## src/rtl/acc_rec_pkg.sv

```systemverilog
// Shared types and helpers for the accumulator vector recorder.
// Latency: n/a (declarations only).
// Backpressure: n/a.
package acc_rec_pkg;

    localparam int D_W   = 4;
    localparam int Q_W   = 4;
    localparam int VEC_W = D_W + 1 + Q_W;

    typedef enum logic [1:0] {
        IDLE   = 2'd0,
        RECORD = 2'd1,
        DRAIN  = 2'd2,
        DONE   = 2'd3
    } state_t;

    // One observation packed as {d, a_clk, q}, with d in the top bits.
    function automatic logic [VEC_W-1:0] pack_vec(
        input logic [D_W-1:0] d,
        input logic           a_clk,
        input logic [Q_W-1:0] q
    );
        return {d, a_clk, q};
    endfunction

endpackage

```

## src/rtl/sync_fifo.sv

```systemverilog
// Single-clock FIFO with a combinational head; reads as zero when empty.
// Latency: an entry written at edge N is visible on pop_dat at cycle N+1.
// Backpressure: a push into a full FIFO is accepted only with a same-cycle pop.
module sync_fifo #(
    parameter int WIDTH = 9,
    parameter int DEPTH = 16
) (
    input  logic             clk,
    input  logic             rst,
    input  logic             push,
    input  logic [WIDTH-1:0] push_dat,
    input  logic             pop,
    output logic [WIDTH-1:0] pop_dat,
    output logic             full,
    output logic             empty
);

    localparam int AW = $clog2(DEPTH);

    logic [WIDTH-1:0] mem [DEPTH];
    logic [AW:0]      wr_ptr;
    logic [AW:0]      rd_ptr;
    logic             do_push;
    logic             do_pop;

    // The extra pointer bit distinguishes full from empty when the indices match.
    assign empty   = (wr_ptr == rd_ptr);
    assign full    = (wr_ptr[AW] != rd_ptr[AW]) && (wr_ptr[AW-1:0] == rd_ptr[AW-1:0]);
    assign do_pop  = pop && !empty;
    assign do_push = push && (!full || do_pop);
    assign pop_dat = empty ? '0 : mem[rd_ptr[AW-1:0]];

    // Pointer update; reset empties the FIFO without touching the storage.
    always_ff @(posedge clk) begin
        if (!rst) begin
            wr_ptr <= '0;
            rd_ptr <= '0;
        end else begin
            if (do_push) wr_ptr <= wr_ptr + 1'b1;
            if (do_pop)  rd_ptr <= rd_ptr + 1'b1;
        end
    end

    // Storage write.
    always_ff @(posedge clk) begin
        if (do_push) mem[wr_ptr[AW-1:0]] <= push_dat;
    end

endmodule

```

## src/rtl/acc_vec_recorder.sv

```systemverilog
// Records {d, a_clk, q} every cycle of a run into a FIFO for a downstream reader.
// Latency: a sample taken at edge N into an empty FIFO is on out_vec at cycle N+1.
// Backpressure: out_valid/out_ready; a sample arriving with the FIFO full and no pop is dropped and flagged.
module acc_vec_recorder
    import acc_rec_pkg::*;
#(
    parameter int DEPTH   = 16,
    parameter int MAX_VEC = 10000
) (
    input  logic             clk,
    input  logic             rst,
    input  logic             start,
    input  logic             stop,
    input  logic [D_W-1:0]   d,
    input  logic             a_clk,
    input  logic [Q_W-1:0]   q,
    output logic [VEC_W-1:0] out_vec,
    output logic             out_valid,
    input  logic             out_ready,
    output logic             busy,
    output logic             done,
    output logic [31:0]      vec_count,
    output logic             overflow
);

    state_t state;
    state_t state_nxt;

    logic fifo_full;
    logic fifo_empty;
    logic fifo_pop;
    logic at_max;
    logic capture;
    logic push_ok;
    logic drop;
    logic enter_record;

    assign at_max       = (vec_count == 32'(MAX_VEC));
    assign capture      = (state == RECORD) && !at_max;
    assign fifo_pop     = out_valid && out_ready;
    assign push_ok      = capture && (!fifo_full || fifo_pop);
    assign drop         = capture && fifo_full && !fifo_pop;
    assign enter_record = ((state == IDLE) || (state == DONE)) && start;

    assign out_valid = !fifo_empty;
    assign busy      = (state == RECORD) || (state == DRAIN);
    assign done      = (state == DONE);

    sync_fifo #(
        .WIDTH (VEC_W),
        .DEPTH (DEPTH)
    ) u_fifo (
        .clk      (clk),
        .rst      (rst),
        .push     (push_ok),
        .push_dat (pack_vec(d, a_clk, q)),
        .pop      (fifo_pop),
        .pop_dat  (out_vec),
        .full     (fifo_full),
        .empty    (fifo_empty)
    );

    // State register.
    always_ff @(posedge clk) begin
        if (!rst) state <= IDLE;
        else      state <= state_nxt;
    end

    // Next state: start wins over stop when idle or done; the stop-edge sample is still captured.
    always_comb begin
        state_nxt = state;
        case (state)
            IDLE, DONE: if (start)          state_nxt = RECORD;
            RECORD:     if (stop || at_max) state_nxt = DRAIN;
            DRAIN:      if (fifo_empty)     state_nxt = DONE;
            default:                        state_nxt = IDLE;
        endcase
    end

    // Accepted-vector counter, cleared on run entry; at_max gating makes it saturate.
    always_ff @(posedge clk) begin
        if (!rst)              vec_count <= '0;
        else if (enter_record) vec_count <= '0;
        else if (push_ok)      vec_count <= vec_count + 32'd1;
    end

    // Sticky drop flag for the current run.
    always_ff @(posedge clk) begin
        if (!rst)              overflow <= 1'b0;
        else if (enter_record) overflow <= 1'b0;
        else if (drop)         overflow <= 1'b1;
    end

endmodule

```

## config.mk

```make
export PLATFORM = sky130hd
export DESIGN_NAME = acc_vec_recorder
export DESIGN_NICKNAME = d
export VERILOG_FILES = /design/src/rtl/acc_rec_pkg.sv /design/src/rtl/sync_fifo.sv /design/src/rtl/acc_vec_recorder.sv
export SDC_FILE = /design/constraint.sdc
export NUM_CORES = 1
export LEC_CHECK = 0
export CORE_ASPECT_RATIO = 1.75
export CORE_MARGIN = 2
export CORE_UTILIZATION = 42
export CTS_CLUSTER_SIZE = 25
export DETAILED_ROUTE_END_ITERATION = 8
export GPL_ROUTABILITY_DRIVEN = 0
export PLACE_DENSITY = 0.7
export REMOVE_ABC_BUFFERS = 1
export SLEW_MARGIN = 5
export SYNTH_ARGS = -nofsm -noshare
export SYNTH_HDL_FRONTEND = slang
export SYNTH_SLANG_ARGS = --single-unit
```

## constraint.sdc

```tcl
create_clock -name clk -period 5.7 [get_ports clk]
set_input_delay 0.855 -clock clk [delete_from_list [all_inputs] [get_ports clk]]
set_output_delay 0.855 -clock clk [all_outputs]
set_load 0.02 [all_outputs]
```

# ---- Word-level counts from Yosys, hierarchy flattened
# Memory sizes are Yosys's and may differ from the RTL's. A register that Yosys moved wholly into a read port is not among the register bits.
# Cells that the tools add are included.
# Widths: inputs -> output; s select.
dict set report op_classes {
  n_mux 9
  bitwise_logic 1
  reduce_logical 22
  addsub 3
  eq_ne 10
}
# operator count
set op_table {}
lappend op_table {{$add 32x1->32 const B} 1}
lappend op_table {{$eq 32x14->1 const B} 1}
lappend op_table {{$add 5x1->5 const B} 2}
lappend op_table {{$logic_and 1x1->1} 9}
lappend op_table {{$mux 9} 1}
lappend op_table {{$mux 4} 2}
lappend op_table {{$mux 2} 3}
lappend op_table {{$pmux 2 s3} 1}
lappend op_table {{$eq 5x5->1} 1}
lappend op_table {{$logic_or 1x1->1} 5}
lappend op_table {{$eq 2x2->1 const B} 2}
lappend op_table {{$eq 4x4->1} 1}
lappend op_table {{$logic_not 1->1} 4}
lappend op_table {{$ne 2x1->1 const B} 2}
lappend op_table {{$reduce_or 2->1} 2}
lappend op_table {{$reduce_and 3->1} 1}
lappend op_table {{$eq 2x1->1 const B} 1}
lappend op_table {{$logic_not 2->1} 1}
lappend op_table {{$mux 1} 2}
lappend op_table {{$ne 2x2->1 const B} 1}
lappend op_table {{$ne 1x1->1} 1}
lappend op_table {{$not 1->1} 1}
dict set report word_totals {
  reg_bits 45
  output_inout_bits 45
  mem_bits_rw 144
  memories 1
  input_bits 14
  elab_cells 51
}
# name words word_bits rd rd_ports_with_merged_regs write_ports line
set mem_list {}
lappend mem_list {u_fifo.mem 16 9 1 1 1 sync_fifo.sv:20} ;# logic [WIDTH-1:0] mem [DEPTH];

# ---- Depth between registers and ports, before layout
dict set report depth {
  ltp_word 8
  ltp_mapped 9
  depth_no_buf 7
}

# ---- By module
# A second synthesis with hierarchy kept.
dict set report unflattened {
  cells_unflattened 573
  hier_area_um2 8221.6
}
# module seq_area_each_um2 cells_per_inst n_inst area_per_inst_um2
set by_module_without_submodules {}
lappend by_module_without_submodules {sync_fifo 4604.4 352 1 6432.4}
lappend by_module_without_submodules {acc_vec_recorder 700.7 221 1 1789.2}

# ---- Worst setup path before layout
# No wires, ideal clock.
dict set report synth_timing {
  path_type {flip-flop to output port}
  start {register (tool-made name)}
  end {output port out_vec[0]}
  stages_incl_launch_ff 6
  required_time_ps 4845
  slack_ps 2845
  arrival_ps 2000
  n_path_buf 2
  path_cell_list {dfxtp_1 -> buf_2 -> buf_2 -> mux4_2 -> mux4_2 -> nor2b_1}
}
# element line
set synth_rtl {}
lappend synth_rtl {{end: declaration} acc_vec_recorder.sv:17} ;# output logic [VEC_W-1:0] out_vec,

==> key figures <==
STA
  – Max Freq: 230 MHz
  – RSZ-0062 raised after global routing: no
  – Fin. Hold Viols: 0
  – Least-Margin Pin Slew: roughly 1200 ps
  – Period minus WS final: 4350 ps
  – Sum of negative setup slack: 0 ps
  – Max Slew Vio Count: 0
  – Clock Skews: approximately 15 ps
  – Final Cycle Share: 76.4%
  – Final setup margin: 1350 ps
  – Final setup violation count: 0
  – Worst rel slew slack: ~19%

Placed design
  – Placed cell count: 811
  – Post-DP HPWL: 11900 um
  – Setup Slack @ Placement: 1740 ps
  – PortBufs: 58

Synth
  – Async SR Flop Fraction: 0%
  – Top cell type's share of synthesized area: 53.4%
  – Ys flop type: edfxtp_1
  – Avg Synthesized Cell Area: 15.4 um2
  – Synthesized netlist cell count: 527
  – Post-synth cell types: 45
  – Netlist Area Pre-Place: 8090 um2
  – Count leader, synth: edfxtp_1
  – Synth top area cells: edfxtp_1 53%, mux4_2 13%, dfxtp_1 12%, a21oi_1 1.5%, ha_1 1.5%
  – Ys Warns: 0
  – Post-synth top area cell: edfxtp_1
  – Post-synth EDFFs: 144
  – Commonest cells in the netlist: 144 x edfxtp_1, 49 x dfxtp_1, 45 x mux4_2
  – Sequential area share after synthesis: 65.6%
  – Synthesized flop and latch total: 193

Clock network
  – Bufs on Longest Clock Path: 2
  – Sink Count: 193
  – CTS root buf: clkbuf_16
  – H-tree depth: 4
  – Inserted Clock Buffers: 17
  – Worst-path clk slew: roughly 80 ps
  – CTS resizes: 0
  – Worst-Skew Late Latency: 440 ps
  – CTS tree: done
  – Hold-fix buffers, CTS: 0
  – Post-CTS Setup Bufs: 0

Pwr
  – Power, Total: 0.00355 W
  – Peak VDD IR: 282 uV
  – PD cells: 373 nW/um2
  – P_leak: approximately 3.0 nW

GRT
  – Vias in the first global route: 4912
  – First-pass GRT wire length: 27900 um
  – Largest net degree at the start of global routing: 46
  – Number of antenna violations at the first check in global routing: 0
  – GRT Overall Usage: 18.5%
  – Total grt overflow: 0

Detailed routing
  – Routed vias: 4900
  – DR WL met3: 871 um
  – # DRC: 0
  – Routed wire per std cell: between 20 and 25 um
  – Wl on met1: 6480 um
  – WL final: 18000 um
  – Max layer used: met4
  – Metal2 WL: 10100 um
  – Post-route ant nets: 0
  – Vias/cell: roughly 5.8
  – Initial DRT Pass Iterations: 5
  – Iter 0 DRT Violations: 277

Finish
  – Multi-input gate area: 2620 um2
  – Fraction of layout cells with a size suffix above 1: between 15 and 20%
  – Synthesis-to-layout area growth: 17.7%
  – Register Area: 5310 um2
  – Layout Cells excl Fill: 843
  – FILL cells: 1578
  – Nets: 613
  – Diodes inserted: 0

Setup path
  – Slowest cell on crit path: dfxtp_2
  – Data arrival time of the critical path: 3500 ps
  – CP max FO: 25
  – Setup crit end kind: primary output
  – FF-to-FF Start: vec_count[0]
  – Worst path max stage delay: slightly above 900 ps
  – Most frequent CP cell: mux4_2
  – Startpoint types: flop
  – Worst endpoint required time: 4850 ps
  – Setup CP Type: flop to primary output
  – Cells along the critical path: buf_4, mux4_2, mux4_2, nor2b_1, clkdlybuf4s50_1

Min path
  – Hold_sp: u_fifo.rd_ptr[4]
  – HP Class: flop to flop

Die
  – Rows: 67
  – Die Y: 188 um
  – Io pins: 59
  – Starting Density: 42.5%
  – Core area: 19000 um2
  – DIE AREA: around 20000 um2
  – DIE WIDTH: 109 um

Status
  – Status: completed

Flow run
  – Max-cap violation count: 0
[stage by stage]
step	area, um2	hold WS [ps]	util, %
after floorplan	7970	454	-
after global placement	8930	463	46.9
after detailed placement	8930	473	46.9
after CTS	9530	485	50.1
after global routing	9530	497	50.1
final	9530	480	50.1
[cells by family after synthesis]
group / after synthesis / synth area share, %
simple gates: 151 / 10.6
fa+ha+maj: 10 / 1.55
mux: 48 / 12.9
compound gates: 80 / 6.45
flops: 193 / 65.6
buf+inv: 37 / 2.06
xor+xnor: 8 / 0.866
[routing by layer]
metal / track usage, % / vias up
met1: 21.0 / 2444
met2: 33.2 / 189
met4: 7.59 / 0
met5: 0 / -
li1: - / 2232
met3: 3.51 / 35
[flip-flops by register name, indices dropped and copies added, names as in the netlist, named ones only]
register	cells
vec_count	32
state	2
u_fifo.rd_ptr	5
u_fifo.mem	144
overflow	1
u_fifo.wr_ptr	5
[layout make-up]
cell class	instances	share of cell area [%]
Multi-Input combinational cell	297	27.5
Inverter	12	0.473
Clock buffer	19	4.99
Sequential cell	193	55.7
Tap cell	241	3.17
Timing Repair Buffer	68	6.88
Clock inverter	13	1.27
[worst max-delay path: cells and delay by family (launching register included)]
kind,cells,cell delay (ps)
buffers and inverters,2,980
DFF,1,910
and+or+nand+nor,1,160
muxes,2,1010
[placed cells by master, fill, tap and decap left out, drive strengths merged, types with 7 or more instances in the layout]
master,count
nor2b,10
or3,15
buf,10
nand2b,11
nand2,32
and3,8
a21oi,25
mux4,45
dfxtp,49
clkbuf,19
nor2,19
nand3,11
ha,10
edfxtp,144
xnor2,7
inv,17
o31ai,14
o21ai,17
clkdlybuf4s50,58
nand4,9
or4,14
[power by group]
part	internal, W	total [W]	switching (W)
sequential	0.00157	0.00163	0.0000686
clock	0.000676	0.00119	0.000512
combinational	0.000331	0.000728	0.000398
[path summary, 6_finish.rpt]
kind                            to  slack (ps)  cells past startpoint
setup reg to reg  u_fifo.mem[8][8]        2860                      7
hold / removal    u_fifo.rd_ptr[4]         480                      2
setup / recovery        out_vec[0]        1350                      5
hold reg to reg   u_fifo.rd_ptr[4]         480                      2
Note: power is estimated with default switching activity, not from simulation.
